<file path="src/rtl/bmp180_temp_calc_if.sv">
// Bundle of the start/result handshake and divider-side signals of bmp180_temp_calc.
//   slave  : view of the compensation block itself (consumes I_*, drives O_*).
//   master : view of whoever starts runs and hosts the divider (drives I_*, consumes O_*).
// Signals:
//   I_EN        start pulse           I_UT, I_AC5, I_AC6  unsigned raw/calibration words
//   I_MC, I_MD  signed calibration    O_DIV_EN            one-cycle divider start
//   O_DIV_NUM   divider numerator     O_DIV_DEN           divider denominator
//   I_DIV_RSL   divider quotient      I_DIV_FN            divider done
//   O_B5, O_T   results               O_BUSY, O_FN, O_ERR status
interface bmp180_temp_calc_if #(
    parameter int unsigned DATA_DIV = 32
);
    logic                       I_EN;
    logic        [15:0]         I_UT;
    logic        [15:0]         I_AC5;
    logic        [15:0]         I_AC6;
    logic        [15:0]         I_MC;
    logic        [15:0]         I_MD;
    logic                       O_DIV_EN;
    logic signed [DATA_DIV-1:0] O_DIV_NUM;
    logic signed [DATA_DIV-1:0] O_DIV_DEN;
    logic signed [DATA_DIV-1:0] I_DIV_RSL;
    logic                       I_DIV_FN;
    logic signed [DATA_DIV-1:0] O_B5;
    logic signed [15:0]         O_T;
    logic                       O_BUSY;
    logic                       O_FN;
    logic                       O_ERR;

    modport slave (
        input  I_EN, I_UT, I_AC5, I_AC6, I_MC, I_MD, I_DIV_RSL, I_DIV_FN,
        output O_DIV_EN, O_DIV_NUM, O_DIV_DEN, O_B5, O_T, O_BUSY, O_FN, O_ERR
    );

    modport master (
        output I_EN, I_UT, I_AC5, I_AC6, I_MC, I_MD, I_DIV_RSL, I_DIV_FN,
        input  O_DIV_EN, O_DIV_NUM, O_DIV_DEN, O_B5, O_T, O_BUSY, O_FN, O_ERR
    );
endinterface

</file>
<file path="src/rtl/bmp180_temp_calc.sv">
// BMP180 true-temperature compensation. Captures UT/AC5/AC6/MC/MD on a start pulse, computes
// X1, requests X2 = (MC << 11) / (X1 + MD) from an external signed divider, then forms
// B5 = X1 + X2 and T = (B5 + 8) >>> 4.
// Ports:
//   CLK     system clock
//   I_RST   synchronous active-high reset
//   bus_io  slave view of bmp180_temp_calc_if (start, inputs, divider handshake, results)
module bmp180_temp_calc #(
    parameter int unsigned DATA_DIV    = 32,
    parameter int unsigned DIV_TIMEOUT = 64
) (
    input  logic              CLK,
    input  logic              I_RST,
    bmp180_temp_calc_if.slave bus_io
);
    localparam int unsigned CntW = $clog2(DIV_TIMEOUT + 1);

    typedef logic signed [DATA_DIV-1:0] word_t;

    localparam word_t RoundBias = word_t'(8);

    typedef enum logic [2:0] {
        StIdle,
        StCalcX1,
        StChkDen,
        StDivReq,
        StDivWait,
        StCalcT,
        StDone
    } state_e;

    state_e             state_q, state_d;
    logic        [15:0] ut_q, ut_d, ac5_q, ac5_d, ac6_q, ac6_d, mc_q, mc_d, md_q, md_d;
    word_t              x1_q, x1_d, x2_q, x2_d;
    word_t              num_q, num_d, den_q, den_d, b5_q, b5_d;
    logic signed [15:0] t_q, t_d;
    logic               err_q, err_d;
    logic [CntW-1:0]    cnt_q, cnt_d;

    logic signed [16:0] diff;
    logic signed [33:0] prod;
    word_t              x1_calc, den_calc, num_calc, sum;
    logic [CntW-1:0]    cnt_inc;

    // Datapath shared by several states; operands come only from captured registers.
    always_comb begin
        diff     = $signed({1'b0, ut_q}) - $signed({1'b0, ac6_q});
        prod     = 34'(diff) * 34'($signed({1'b0, ac5_q}));
        x1_calc  = word_t'(prod >>> 15);
        den_calc = x1_q + word_t'($signed(md_q));
        num_calc = word_t'($signed(mc_q)) <<< 11;
        sum      = x1_q + x2_q;
        cnt_inc  = cnt_q + CntW'(1);
    end

    always_comb begin
        state_d = state_q;
        ut_d    = ut_q;
        ac5_d   = ac5_q;
        ac6_d   = ac6_q;
        mc_d    = mc_q;
        md_d    = md_q;
        x1_d    = x1_q;
        x2_d    = x2_q;
        num_d   = num_q;
        den_d   = den_q;
        b5_d    = b5_q;
        t_d     = t_q;
        err_d   = err_q;
        cnt_d   = '0;
        unique case (state_q)
            StIdle: begin
                if (bus_io.I_EN) begin
                    ut_d    = bus_io.I_UT;
                    ac5_d   = bus_io.I_AC5;
                    ac6_d   = bus_io.I_AC6;
                    mc_d    = bus_io.I_MC;
                    md_d    = bus_io.I_MD;
                    err_d   = 1'b0;
                    state_d = StCalcX1;
                end
            end
            StCalcX1: begin
                x1_d    = x1_calc;
                state_d = StChkDen;
            end
            StChkDen: begin
                // A zero denominator skips the divider entirely and reports an error.
                if (den_calc == '0) begin
                    x2_d    = '0;
                    err_d   = 1'b1;
                    state_d = StCalcT;
                end else begin
                    num_d   = num_calc;
                    den_d   = den_calc;
                    state_d = StDivReq;
                end
            end
            StDivReq: begin
                state_d = StDivWait;
            end
            StDivWait: begin
                // Divider completion wins over a timeout landing in the same cycle.
                if (bus_io.I_DIV_FN) begin
                    x2_d    = bus_io.I_DIV_RSL;
                    state_d = StCalcT;
                end else if (cnt_inc == CntW'(DIV_TIMEOUT)) begin
                    err_d   = 1'b1;
                    state_d = StDone;
                end else begin
                    cnt_d = cnt_inc;
                end
            end
            StCalcT: begin
                b5_d    = sum;
                t_d     = 16'((sum + RoundBias) >>> 4);
                state_d = StDone;
            end
            StDone: begin
                state_d = StIdle;
            end
            default: begin
                state_d = StIdle;
            end
        endcase
    end

    always_ff @(posedge CLK) begin
        if (I_RST) begin
            state_q <= StIdle;
            ut_q    <= '0;
            ac5_q   <= '0;
            ac6_q   <= '0;
            mc_q    <= '0;
            md_q    <= '0;
            x1_q    <= '0;
            x2_q    <= '0;
            num_q   <= '0;
            den_q   <= '0;
            b5_q    <= '0;
            t_q     <= '0;
            err_q   <= 1'b0;
            cnt_q   <= '0;
        end else begin
            state_q <= state_d;
            ut_q    <= ut_d;
            ac5_q   <= ac5_d;
            ac6_q   <= ac6_d;
            mc_q    <= mc_d;
            md_q    <= md_d;
            x1_q    <= x1_d;
            x2_q    <= x2_d;
            num_q   <= num_d;
            den_q   <= den_d;
            b5_q    <= b5_d;
            t_q     <= t_d;
            err_q   <= err_d;
            cnt_q   <= cnt_d;
        end
    end

    assign bus_io.O_DIV_EN  = (state_q == StDivReq);
    assign bus_io.O_DIV_NUM = num_q;
    assign bus_io.O_DIV_DEN = den_q;
    assign bus_io.O_B5      = b5_q;
    assign bus_io.O_T       = t_q;
    assign bus_io.O_BUSY    = (state_q != StIdle);
    assign bus_io.O_FN      = (state_q == StDone);
    assign bus_io.O_ERR     = err_q;
endmodule
</file>
<file path="src/flat_wrapper.sv">
// flat-port wrapper written by rule: the top's interface ports become plain ports
module bmp180_temp_calc_flat 
#(
    parameter int unsigned DATA_DIV    = 32,
    parameter int unsigned DIV_TIMEOUT = 64
)
  (CLK, I_RST, bus_io_I_EN, bus_io_I_UT, bus_io_I_AC5, bus_io_I_AC6, bus_io_I_MC, bus_io_I_MD, bus_io_I_DIV_RSL, bus_io_I_DIV_FN, bus_io_O_DIV_EN, bus_io_O_DIV_NUM, bus_io_O_DIV_DEN, bus_io_O_B5, bus_io_O_T, bus_io_O_BUSY, bus_io_O_FN, bus_io_O_ERR);
  bmp180_temp_calc_if #(.DATA_DIV(DATA_DIV)) bus_io_i ();
  input  logic CLK;
  input  logic I_RST;
  input wire logic [$bits(bus_io_i.I_EN)-1:0] bus_io_I_EN;
  input wire logic [$bits(bus_io_i.I_UT)-1:0] bus_io_I_UT;
  input wire logic [$bits(bus_io_i.I_AC5)-1:0] bus_io_I_AC5;
  input wire logic [$bits(bus_io_i.I_AC6)-1:0] bus_io_I_AC6;
  input wire logic [$bits(bus_io_i.I_MC)-1:0] bus_io_I_MC;
  input wire logic [$bits(bus_io_i.I_MD)-1:0] bus_io_I_MD;
  input wire logic [$bits(bus_io_i.I_DIV_RSL)-1:0] bus_io_I_DIV_RSL;
  input wire logic [$bits(bus_io_i.I_DIV_FN)-1:0] bus_io_I_DIV_FN;
  output wire logic [$bits(bus_io_i.O_DIV_EN)-1:0] bus_io_O_DIV_EN;
  output wire logic [$bits(bus_io_i.O_DIV_NUM)-1:0] bus_io_O_DIV_NUM;
  output wire logic [$bits(bus_io_i.O_DIV_DEN)-1:0] bus_io_O_DIV_DEN;
  output wire logic [$bits(bus_io_i.O_B5)-1:0] bus_io_O_B5;
  output wire logic [$bits(bus_io_i.O_T)-1:0] bus_io_O_T;
  output wire logic [$bits(bus_io_i.O_BUSY)-1:0] bus_io_O_BUSY;
  output wire logic [$bits(bus_io_i.O_FN)-1:0] bus_io_O_FN;
  output wire logic [$bits(bus_io_i.O_ERR)-1:0] bus_io_O_ERR;
  assign bus_io_i.I_EN = bus_io_I_EN;
  assign bus_io_i.I_UT = bus_io_I_UT;
  assign bus_io_i.I_AC5 = bus_io_I_AC5;
  assign bus_io_i.I_AC6 = bus_io_I_AC6;
  assign bus_io_i.I_MC = bus_io_I_MC;
  assign bus_io_i.I_MD = bus_io_I_MD;
  assign bus_io_i.I_DIV_RSL = bus_io_I_DIV_RSL;
  assign bus_io_i.I_DIV_FN = bus_io_I_DIV_FN;
  assign bus_io_O_DIV_EN = bus_io_i.O_DIV_EN;
  assign bus_io_O_DIV_NUM = bus_io_i.O_DIV_NUM;
  assign bus_io_O_DIV_DEN = bus_io_i.O_DIV_DEN;
  assign bus_io_O_B5 = bus_io_i.O_B5;
  assign bus_io_O_T = bus_io_i.O_T;
  assign bus_io_O_BUSY = bus_io_i.O_BUSY;
  assign bus_io_O_FN = bus_io_i.O_FN;
  assign bus_io_O_ERR = bus_io_i.O_ERR;
  bmp180_temp_calc #(.DATA_DIV(DATA_DIV), .DIV_TIMEOUT(DIV_TIMEOUT)) u_core (.CLK(CLK), .I_RST(I_RST), .bus_io(bus_io_i));
endmodule
</file>
<file path="config.mk">
export PLATFORM = sky130hd
export DESIGN_NAME = bmp180_temp_calc_flat
export DESIGN_NICKNAME = d
export VERILOG_FILES = /design/src/rtl/bmp180_temp_calc_if.sv /design/src/rtl/bmp180_temp_calc.sv /design/src/flat_wrapper.sv
export SDC_FILE = /design/constraint.sdc
export NUM_CORES = 1
export LEC_CHECK = 0
export ABC_CLOCK_PERIOD_IN_PS = 25600
export BUFFER_PORTS_ARGS = -buffer_cell sky130_fd_sc_hd__buf_4
export CORE_MARGIN = 3
export CORE_UTILIZATION = 25
export CTS_BUF_LIST = sky130_fd_sc_hd__clkbuf_16
export DETAILED_ROUTE_END_ITERATION = 8
export PLACE_DENSITY_LB_ADDON = 0.3
export SLEW_MARGIN = 5
export SYNTH_ARGS = -nofsm -noshare
export SYNTH_HDL_FRONTEND = slang
export SYNTH_SLANG_ARGS = --single-unit
</file>
<file path="constraint.sdc">
create_clock -name CLK -period 25.6 [get_ports CLK]
set_input_delay 2.56 -clock CLK [delete_from_list [all_inputs] [get_ports CLK]]
set_output_delay 2.56 -clock CLK [all_outputs]
set_load 0.03 [all_outputs]
</file>
; After elaboration in Yosys (flattened, before gate mapping)
; Cells that the tools add are included.
[classes]
n_eq_ne = 13
n_reduce_logical = 11
n_bitwise = 2
mux = 13
addsub = 5
n_mul = 1
[op_table]
columns = cell, n
row1 = $mux W32, 2
row2 = $pmux W32 S2, 1
row3 = $mul A17 B17 Y34, 1
row4 = $add A19 B32 Y32, 1
row5 = $logic_not A32 Y1, 1
row6 = $add A19 B16 Y20, 1
row7 = $add A20 B5 Y20 const B, 1
row8 = $pmux W3 S6, 1
row9 = $sub A16 B16 Y17, 1
row10 = $mux W3, 4
row11 = $eq A3 B3 Y1 const B, 3
row12 = $add A7 B1 Y7 const B, 1
row13 = $eq A7 B7 Y1 const B, 1
row14 = $eq A3 B2 Y1 const B, 2
row15 = $ne A2 B2 Y1 const B, 3
row16 = $reduce_and A2 Y1, 3
row17 = $reduce_bool A3 Y1, 2
row18 = $reduce_and A5 Y1, 1
row19 = $mux W1, 4
row20 = $ne A2 B1 Y1 const B, 2
row21 = $reduce_or A4 Y1, 1
row22 = $eq A3 B1 Y1 const B, 1
row23 = $logic_not A3 Y1, 1
row24 = $ne A3 B2 Y1 const B, 1
row25 = other kinds (4), 5
[word_totals]
input_bits = 116
elab_cells = 59
reg_bits = 238
out_inout_bits = 116

; Logic depth before layout (Yosys ltp)
; Gate-level depths: netlist of run 1.
[logic_depth]
word_depth = 5
depth_mapped = 37
mapped_depth_nobuf = 36

; Worst setup path before layout of run 1
; No wires, ideal clock.
[synth_path]
path_type = register to register
start = register u_core.ut_q[0]
end = register u_core.x1_q[16]
setup_time_ns = 0.122
required_ns = 25.478
setup_slack_ns = 17.367
path_buffers = 1
synth_period_minus_slack_ns = 8.233
arrival_time_ns = 8.111
path_stages_with_launch = 36
path_cell_list = dfxtp_1 > inv_1 > ha_1 > inv_1 > fa_1 > a21o_1 > a21oi_1 > o21bai_1 > a21oi_1 > o21bai_1 > a211oi_1 > or2_2 > o2111ai_1 > a21oi_1 > clkbuf_1 > and2_1 > fa_1 > inv_1 > fa_1 > inv_1 > fa_1 > fa_1 > fa_1 > inv_1 > fa_1 > inv_1 > ha_1 > a21oi_1 > o21ai_0 > a211o_1 > a31oi_1 > o21ai_0 > a21oi_1 > nor2_1 > o21a_1 > a311o_1
[synth_via]
elab_chain_cells = 2
[synth_rtl]
columns = item, line_no
row1 = start: declaration, bmp180_temp_calc.sv:33  ; logic [15:0] ut_q, ut_d, ac5_q, ac5_d, ac6_q, ac6_d, mc_q, mc_d, md_q, md_d;
row2 = start signal: assignment, bmp180_temp_calc.sv:146  ; ut_q <= ut_d;
row3 = $sub A16 B16 Y17, bmp180_temp_calc.sv:47  ; diff = $signed({1'b0, ut_q}) - $signed({1'b0, ac6_q});
row4 = $mul A17 B17 Y34, bmp180_temp_calc.sv:48  ; prod = 34'(diff) * 34'($signed({1'b0, ac5_q}));
row5 = end signal: assignment, bmp180_temp_calc.sv:136  ; x1_q <= '0;
row6 = end signal: assignment, bmp180_temp_calc.sv:151  ; x1_q <= x1_d;
row7 = end: declaration, bmp180_temp_calc.sv:34  ; word_t x1_q, x1_d, x2_q, x2_d;
; No other way between the ends.
; A chain may end at the register's enable or synchronous reset.

; Final worst setup path of run 1
[layout_path]
start = register u_core.ac6_q[1]
end = register u_core.x1_q[16]
[layout_via]
elab_chain_cells = 2
[layout_rtl]
columns = item, line_no
row1 = start: declaration, bmp180_temp_calc.sv:33
row2 = start signal: assignment, bmp180_temp_calc.sv:133  ; ac6_q <= '0;
row3 = start signal: assignment, bmp180_temp_calc.sv:148  ; ac6_q <= ac6_d;
row4 = $sub A16 B16 Y17, bmp180_temp_calc.sv:47
row5 = $mul A17 B17 Y34, bmp180_temp_calc.sv:48
; No other way between the ends.

==> key figures, run 1 <==
Outcome
  • Run status: completed

Worst setup path
  • Crit start category: register
  • Critical path class: register to register
  • WP data required: approximately 26 ns
  • Critical-path top delay cell: fa_1
  • Max incr delay on CP: approximately 0.53 ns
  • Reg2reg setup slack: 16.58 ns
  • Worst-path fanout max: 16
  • Arrival time worst endpoint: around 9.5 ns
  • Critical Path Most Common Cell: fa_1
  • Crit. End Element: register
  • CP startpoint: u_core.ac6_q[1]
  • R2R cell count: 32
  • Worst R2R Start: u_core.ac6_q[1]
  • Critical Path Sink: u_core.x1_q[16]
  • R2r endpoint: u_core.x1_q[16]

Power and ir drop
  • Worst VDD drop: 0.0787 mV
  • PwrDens: 97.0 nW/um2
  • Static leakage: 0.0120 uW

Timing
  • Final period utilization: 35.3%
  • Min Clock Period, post-route: approximately 9.0 ns
  • Final slew viol count: 0
  • Slew margin rel.: about 29%
  • Setup repair after global routing missed its margin: no
  • Final Skew: 0.0219 ns
  • Worst-Margin Slew: 1.07 ns
  • Fmax: 0.111 GHz
  • Final setup TNS: 0 ns
  • Setup violations, final: 0
  • Hold Fails Final Rpt: 0

Clock network
  • Clock Pin Slew Worst Setup and Hold Paths: 0.07 ns
  • Root buf cell: clkbuf_16
  • Post-CTS Setup Bufs: 0
  • PostCTS Resize Cnt: 0
  • Sinks on Clock Net: ~230
  • H-tree depth: 1
  • Clock Latency Late Sink: just under 0.6 ns
  • Longest Clk Path Bufs: 3
  • CTS Hold Bufs: 0
  • CTS buffer count: 26
  • TritonCTS clock tree: yes

Floorplanning
  • Core area: between 80000 and 90000 um2
  • Row cnt: ~110
  • I/O pin count: 232
  • Die area: 94000 um2
  • Die Width: roughly 300 um
  • Die height: just over 300 um
  • Starting density of the core: 25.4%

Global routing
  • First-pass GRT wire length: about 110 mm
  • Initial antenna violation count: 11
  • Grt ovf: 0
  • All-Layer GR Usage: 13.9%
  • Pin count of the biggest net entering global routing: between 90 and 100
  • Vias in the first global route: ~18000

Yosys
  • Ranking of synthesized cells by area: fa_1, dfxtp_1, ha_1
  • Area leader, netlist: fa_1
  • Synth Area in XOR/XNOR: under 10%
  • Post-synthesis compound-gate area fraction: about 14%
  • Synth Area in Simple Gates: between 10% and 20%
  • Post-synth top area share: approximately a quarter
  • Seq/Total Area, Yosys: between 20% and 30%
  • Asr flop ratio synth: 0%
  • Syn_area_per_cell: ~8.4 um2
  • Post-Syn Area: around 23000 um2
  • Post-synth cell types: 78
  • Synth Instances: approximately 2700
  • Synth Warn #: 0
  • Post-Synth Adder-Cell Area: between 30% and 40%
  • Synth Flop Type: dfxtp_1
  • Seq cells post-synth: about 230
  • EDFF count, synth: 0
  • Largest family of logic cells by synthesized area: adder cells
  • Fraction of synthesized area in multiplexers: 0%

Hold path
  • Hold Path Class: register to register
  • Hold Path Depth: 1

Layout
  • Fillers: just under 10000
  • Design area: between 20000 and 30000 um2
  • Area delta synth->final: 15.5%
  • NumNets Final: around 3400
  • Share of layout cells above drive strength 1: 11.4%

Route
  • DRT Wirelength: between 60 and 70 mm
  • Initial DRC count: around 1100
  • DRC viols: 0
  • Wire per inst: around 16 um
  • DRT Pass-1 Iters: 5
  • Vias/cell: 4.55
  • Via count: between 15000 and 20000
  • Post-DRT Antenna Nets: 0

Placed design
  • DP HPWL: just over 50 mm
  • Placement Cell Area: 25300 um2
  • Routability cong.: just over 0.8
  • Buffers on Ports: 220

Run
  • Max-capacitance violation count: 0
-- through the flow --
stage / setup WS (ns) / std cells / power (uW) / hold WS (ns) / util [%]
detailed placement: 16.63 / 3961 / 2190 / 0.440 / 28.5
CTS: 16.58 / 4007 / 2570 / 0.451 / 29.3
floorplan: 17.37 / 2713 / 1720 / 0.418 / -
finish: 16.58 / 4010 / 2530 / 0.450 / 29.3
global placement: 16.72 / 3961 / 2190 / 0.430 / 28.5
global route: 15.83 / 4008 / 2830 / 0.473 / 29.3
-- cells in the final DEF (no fill, tap or decap), types with 28 or more instances in the layout --
cell and n:
nor2b_1 34, xor2_1 28, nand2_1 431, nor2_1 100
inv_1 404, fa_1 280, nand3_1 102, dfxtp_1 226
and2_1 119, a21oi_1 208, a211oi_1 28, a41o_1 32
ha_1 153, a32o_1 34, o21ai_0 33, buf_4 250
xnor2_1 60
-- synthesized netlist by cell type, types with 26 or more instances --
| cell | count |
|---|---|
| nand2_1 | 432 |
| inv_1 | 402 |
| fa_1 | 280 |
| dfxtp_1 | 226 |
| a21oi_1 | 208 |
| ha_1 | 153 |
| clkbuf_1 | 123 |
| and2_1 | 119 |
| nand3_1 | 102 |
| nor2_1 | 102 |
| xnor2_1 | 67 |
| a32o_1 | 34 |
| nor2b_1 | 34 |
| o21ai_0 | 33 |
| a41o_1 | 32 |
| buf_4 | 29 |
| xor2_1 | 29 |
| a211oi_1 | 28 |
| nand4_1 | 26 |
-- registers in the layout (all words and copies together), names as in the netlist, 19 cells and up --
signal and flops:
u_core.x1_q 19, u_core.bus_io.O_DIV_DEN 20, u_core.x2_q 32, u_core.bus_io.O_B5 32
-- routing by layer --
layer	global-route usage, %	wire (um)	vias up
li1	-	-	8955
met1	19.3	30600	8821
met2	22.1	29400	364
met3	3.00	3790	103
met4	3.08	1630	16
met5	0	117	-
-- kinds of logic (layout without fill, tap and decap cells) --
logic type | Yosys count | count (layout)
xor gates and xnor gates | 96 | 96
other | 1 | 14
adders and majority gates | 433 | 433
AOI/OAI and AO/OA | 461 | 461
buffers and inverters | 570 | 699
and+or+nand+nor | 916 | 916
DFF | 226 | 226
-- where the power goes --
| part | total (uW) | switching [uW] | internal, uW |
|---|---|---|---|
| registers | 406 | 31.5 | 375 |
| logic | 1780 | 1060 | 718 |
| clock network | 349 | 164 | 185 |
-- cell type report --
| class | count | area [um2] | area share [%] |
|---|---|---|---|
| Multi-Input combinational cell | 1917 | 15900 | 61.1 |
| Sequential cell | 226 | 4520 | 17.3 |
| Timing Repair Buffer | 251 | 1890 | 7.24 |
| Inverter | 402 | 1510 | 5.79 |
| Tap cell | 1165 | 1460 | 5.59 |
| Clock buffer | 26 | 651 | 2.49 |
| Clock inverter | 20 | 120 | 0.460 |
| Antenna cell | 3 | 7.51 | 0.0288 |
-- worst max-delay path: cells and delay by family (launching register included) --
kind	cells	cell delay, ns
buf+inv	5	0.27
fa+ha+maj	8	3.56
flops	1	0.32
simple gates	7	1.78
compound gates	12	2.96
-- how the worst min path moves through the flow --
| stage | startpoint | end |
|---|---|---|
| finish | u_core.cnt_q[0] | u_core.cnt_q[0] |
| floorplan | u_core.cnt_q[0] | u_core.cnt_q[0] |
| global route | u_core.ac6_q[10] | u_core.ac6_q[10] |
| global placement | u_core.cnt_q[0] | u_core.cnt_q[0] |
| detailed placement | u_core.cnt_q[0] | u_core.cnt_q[0] |
| CTS | u_core.cnt_q[0] | u_core.cnt_q[0] |
Power figures use the tool's default switching activity.
==> run 2: changes to the inputs <==
--- a/config.mk
+++ b/config.mk
@@ -5,7 +5,7 @@
 export SDC_FILE = /design/constraint.sdc
 export NUM_CORES = 1
 export LEC_CHECK = 0
-export ABC_CLOCK_PERIOD_IN_PS = 25600
+export ABC_CLOCK_PERIOD_IN_PS = 9200
 export BUFFER_PORTS_ARGS = -buffer_cell sky130_fd_sc_hd__buf_4
 export CORE_MARGIN = 3
 export CORE_UTILIZATION = 25
==> constraint.sdc (replaced) <==
create_clock -name CLK -period 9.2 [get_ports CLK]
set_input_delay 0.92 -clock CLK [delete_from_list [all_inputs] [get_ports CLK]]
set_output_delay 0.92 -clock CLK [all_outputs]
set_load 0.03 [all_outputs]
==> key figures, run 2 (synthesized netlist as in run 1, its figures left out) <==
Run
  • Max-capacitance violation count: 0

Floorplanning
  • Die area: 94000 um2
  • Die Width: slightly above 300 um
  • I/O pin count: roughly 230
  • Row cnt: 109
  • Core area: 88900 um2
  • Die height: 307 um
  • Starting density of the core: 25.4%

Worst setup path
  • Crit start category: register
  • WP data required: a little under 10 ns
  • Critical path class: register to register
  • Critical-path top delay cell: fa_1
  • Arrival time worst endpoint: just over 9 ns
  • Max incr delay on CP: roughly 0.55 ns
  • Critical Path Most Common Cell: fa_1
  • Worst-path fanout max: 11
  • Crit. End Element: register

Global routing
  • Grt ovf: 0
  • First-pass GRT wire length: 106 mm
  • Pin count of the biggest net entering global routing: 128
  • Vias in the first global route: 18500
  • Initial antenna violation count: 11
  • All-Layer GR Usage: 13.9%

Outcome
  • Run status: completed

Placed design
  • Placement Cell Area: ~25000 um2
  • Buffers on Ports: 220
  • Dpl ws: 0.282 ns
  • Post-placement cell count: just under 4000
  • DP HPWL: approximately 51 mm
  • Routability cong.: approximately 0.82

Route
  • Vias/cell: 4.57
  • DRT Wirelength: roughly 66 mm
  • Post-DRT Antenna Nets: 0
  • Wire per inst: 16.4 um
  • DRC viols: 0
  • Initial DRC count: 1030
  • DRT Pass-1 Iters: 7
  • Via count: about 18000

Timing
  • Worst-Margin Slew: approximately 1.1 ns
  • Setup repair after global routing missed its margin: no
  • Final slew viol count: 0
  • Slew margin rel.: roughly 27%
  • Final period utilization: 94.6%
  • Final setup TNS: 0 ns
  • Worst Slack Setup Final: 0.495 ns
  • Fmax: about 0.11 GHz
  • Final Skew: between 0.03 and 0.04 ns
  • Min Clock Period, post-route: just under 9 ns
  • Hold Fails Final Rpt: 0
  • Setup violations, final: 0

Power and ir drop
  • Worst VDD drop: 0.164 mV
  • Static leakage: approximately 0.012 uW
  • Total Power: between 7000 and 8000 uW
  • PwrDens: 272 nW/um2

Clock network
  • H-tree depth: 1
  • Clock Latency Late Sink: a little under 0.6 ns
  • TritonCTS clock tree: yes
  • CTS Hold Bufs: 0
  • Longest Clk Path Bufs: 3
  • PostCTS Resize Cnt: 0
  • Post-CTS Setup Bufs: 0
  • CTS buffer count: 26
  • Sinks on Clock Net: between 200 and 250
  • Root buf cell: clkbuf_16
  • Clock Pin Slew Worst Setup and Hold Paths: ~0.060 ns

Layout
  • Non-filler cells, final: between 4000 and 5000
  • Area delta synth->final: 16.2%
  • Share of layout cells above drive strength 1: about an eighth
  • NumNets Final: approximately 3400
  • Most frequent cells in the layout: nand2_1, inv_1, fa_1
  • Design area: approximately 26000 um2
  • Leading cell type in the layout, fill and taps excluded: nand2_1

Hold path
  • Hold Path Class: register to register
run 2: cell types whose count changed in the layout (fill, tap and decap cells not counted), sizes merged:
| cell | previous run | this run |
|---|---|---|
| buf | 251 | 258 |
| clkinv | 17 | 13 |
| bufinv | 0 | 3 |
| inv | 404 | 407 |
| diode | 3 | 4 |
run 2: final timing paths:
| path | end | slack (ns) | from | depth (start not counted) |
|---|---|---|---|---|
| setup / recovery | u_core.x1_q[16] | 0.50 | u_core.ut_q[0] | 34 |
| hold / removal | u_core.cnt_q[0] | 0.45 | u_core.cnt_q[0] | 1 |
| setup reg to reg | u_core.x1_q[16] | 0.50 | u_core.ut_q[0] | 34 |
| hold reg to reg | u_core.cnt_q[0] | 0.45 | u_core.cnt_q[0] | 1 |
run 2: through the flow:
step	hold slack, ns	utilization [%]
6_report	0.451	29.5
3_3_place_gp	0.436	28.5
5_1_grt	0.469	29.5
3_5_place_dp	0.445	28.5
4_1_cts	0.454	29.5
2_1_floorplan	0.418	-
run 2: routing by layer:
layer | track usage [%] | vias to the layer above | wire length [um]
li1 | - | 9009 | -
met1 | 19.5 | 8908 | 31000
met2 | 22.5 | 361 | 30000
met3 | 2.79 | 71 | 3650
met4 | 2.15 | 10 | 1100
met5 | 0 | - | 77
run 2: power breakdown:
part | internal (uW) | switching, uW
logic | 2020 | 2950
registers | 1040 | 91.1
clock network | 599 | 446
run 2: worst max-delay path, delay by kind of cell, from the launching register on:
kind	cells	cell delay, ns
xor gates and xnor gates	1	0.36
and+or+nand+nor	3	0.33
adders and majority gates	9	3.81
DFF	1	0.31
buffers and inverters	5	0.51
AOI/OAI and AO/OA	16	3.28
run 2: layout make-up:
cell class	instances	area, um2
fillers	9558	62700
multi-input cells	1917	15900
flip-flops and latches	226	4520
repair buffers	258	1970
inverters	402	1510
well taps	1165	1460
clock buffers	26	651
clock inverters	22	198
diodes	4	10.0
==> run 3: changes to the inputs <==
--- a/config.mk
+++ b/config.mk
@@ -8,7 +8,7 @@
 export ABC_CLOCK_PERIOD_IN_PS = 9200
 export BUFFER_PORTS_ARGS = -buffer_cell sky130_fd_sc_hd__buf_4
 export CORE_MARGIN = 3
-export CORE_UTILIZATION = 25
+export CORE_UTILIZATION = 61
 export CTS_BUF_LIST = sky130_fd_sc_hd__clkbuf_16
 export DETAILED_ROUTE_END_ITERATION = 8
 export PLACE_DENSITY_LB_ADDON = 0.3
==> key figures, run 3 (synthesized netlist as in run 1, its figures left out) <==
Route
  • DRT Wirelength: roughly 59 mm
  • Via count: roughly 19000
  • Wire per inst: 17.9 um
  • Initial DRC count: 1107
  • Post-DRT Antenna Nets: 0
  • DRT Pass-1 Iters: 5
  • DRC viols: 0
  • Vias/cell: around 5.8

Clock network
  • CTS Hold Bufs: 0
  • Root buf cell: clkbuf_16
  • Sinks on Clock Net: approximately 230
  • Clock Latency Late Sink: ~0.53 ns
  • Longest Clk Path Bufs: 3
  • TritonCTS clock tree: yes
  • H-tree depth: 1
  • CTS buffer count: 24
  • Clock Pin Slew Worst Setup and Hold Paths: around 0.06 ns

Worst setup path
  • Crit path max-delay family: adder cells
  • R2R cell count: 35
  • Instance count on the critical path: 35
  • Critical-path top delay cell: fa_2
  • Arrival time worst endpoint: a little over 9 ns
  • CP bufs+invs: 6
  • Crit start category: register
  • Critical path class: register to register
  • Critical Path Most Common Cell: fa_1
  • Worst-path fanout max: 12
  • Reg2reg setup slack: roughly 0.54 ns
  • WP data required: approximately 9.6 ns
  • Crit. End Element: register
  • Max incr delay on CP: ~0.53 ns

Placed design
  • Placement Cell Area: roughly 24000 um2
  • Dpl ws: roughly 0.31 ns
  • Post-placement cell count: 3252
  • Buffers on Ports: 220
  • DP HPWL: ~45 mm
  • Routability cong.: 0.939

Floorplanning
  • Die Width: ~200 um
  • Row cnt: slightly below 70
  • Die area: 39400 um2
  • Starting density of the core: 62.7%
  • Core area: between 30000 and 40000 um2
  • I/O pin count: roughly 230
  • Die height: between 150 and 200 um

Global routing
  • Met3 Use GR: around 5.2%
  • Vias in the first global route: between 15000 and 20000
  • Grt ovf: 0
  • All-Layer GR Usage: approximately 30%
  • GR met1 Demand/Resource: between 30% and 40%
  • Met2 Usage GRT: 49.3%
  • Initial antenna violation count: 3
  • First-pass GRT wire length: between 90 and 100 mm
  • Pin count of the biggest net entering global routing: 173
  • Gr busiest metal: met2

Power and ir drop
  • Sw frac: 48.9%
  • Total Power: roughly 7000 uW
  • Static leakage: about 0.012 uW
  • Worst VDD drop: ~0.44 mV
  • Int Pwr: between 3000 and 4000 uW
  • Comb pwr share: 70.7%
  • Switch Pwr: approximately 3400 uW
  • Seq pwr share: 16.5%
  • PwrDens: approximately 270 nW/um2
  • Share of power burned in the clock network: about an eighth

Timing
  • Setup violations, final: 0
  • Worst-Margin Slew: 1.14 ns
  • Final period utilization: 94.1%
  • Min Clock Period, post-route: 8.66 ns
  • Worst Slack Setup Final: approximately 0.54 ns
  • Final Skew: about 0.025 ns
  • Hold Fails Final Rpt: 0
  • Slew margin rel.: between 20% and 30%
  • Final slew viol count: 0
  • Fmax: about 0.12 GHz

Hold path
  • Hold Path Depth: 2
  • Hold Path Class: register to register

Layout
  • Leading cell type in the layout, fill and taps excluded: nand2_1
  • Non-filler cells, final: 3299
  • Most frequent cells in the layout: nand2_1, inv_1, fa_1
  • Area delta synth->final: 11.5%
  • Share of layout cells above drive strength 1: ~12%
  • Design area: ~25000 um2
  • Antenna cell count: 0
  • NumNets Final: 3370

Run
  • Max-capacitance violation count: 0

Outcome
  • Run status: completed
run 3: cell types whose count changed in the layout (fill, tap and decap cells not counted), moves of 3 or more:
cell / before / now
inv_1: 407 / 404
clkinv_2: 6 / 3
clkinv_1: 6 / 10
xnor2_1: 62 / 59
buf_4: 255 / 247
diode_2: 4 / 0
bufinv_16: 3 / 0
run 3: layout make-up:
type,instances,area [um2]
clock buffer,24,601
clock inverter,19,98.8
fill,2866,10800
inverter,402,1510
multi-input combinational,1917,16000
sequential,226,4520
tap,461,577
timing repair buffer,250,1890
run 3: power groups by stage:
stage | registers [uW] | logic, uW | clock network [uW]
5_1_grt | 1150 | 5560 | 928
6_report | 1140 | 4880 | 882
4_1_cts | 1140 | 4850 | 889
2_1_floorplan | 1110 | 3680 | 0
3_5_place_dp | 1160 | 4790 | 0
3_3_place_gp | 1160 | 4610 | 0
run 3: layer usage:
metal	vias up	routed length (um)
met4	4	2490
li1	8961	-
met3	177	4820
met5	-	39
met1	9392	23900
met2	765	28000
run 3: repair_timing:
item | 4_1_cts | 5_1_grt
setup endpoints to repair | 0 | 7
gates resized for setup | 0 | 13
buffers inserted | 0 | 3
run 3: stage by stage:
| step | utilization [%] | TNS, ns | hold slack (ns) |
|---|---|---|---|
| after global routing | 70.0 | -0.0307 | 0.469 |
| after CTS | 69.7 | 0 | 0.451 |
| after global placement | 67.7 | 0 | 0.431 |
| after detailed placement | 67.7 | 0 | 0.442 |
| final | 70.0 | 0 | 0.450 |
| after floorplan | - | 0 | 0.418 |
run 3: worst paths after layout:
| kind | start | end |
|---|---|---|
| setup reg to reg | u_core.ac6_q[0] | u_core.x1_q[16] |
| hold reg to reg | u_core.bus_io.O_B5[30] | u_core.bus_io.O_B5[30] |
| setup / recovery | u_core.ac6_q[0] | u_core.x1_q[16] |
| hold / removal | u_core.bus_io.O_B5[30] | u_core.bus_io.O_B5[30] |
run 3: worst reg2reg max path, delay by kind of cell (launching register included):
family                   cells  cell delay (ns)
adder cells (fa/ha/maj)      9             3.75
AO/OA/AOI/OAI               17             3.31
flip-flops                   1             0.36
AND/OR/NAND/NOR              3             0.50
buffers and inverters        6             0.58
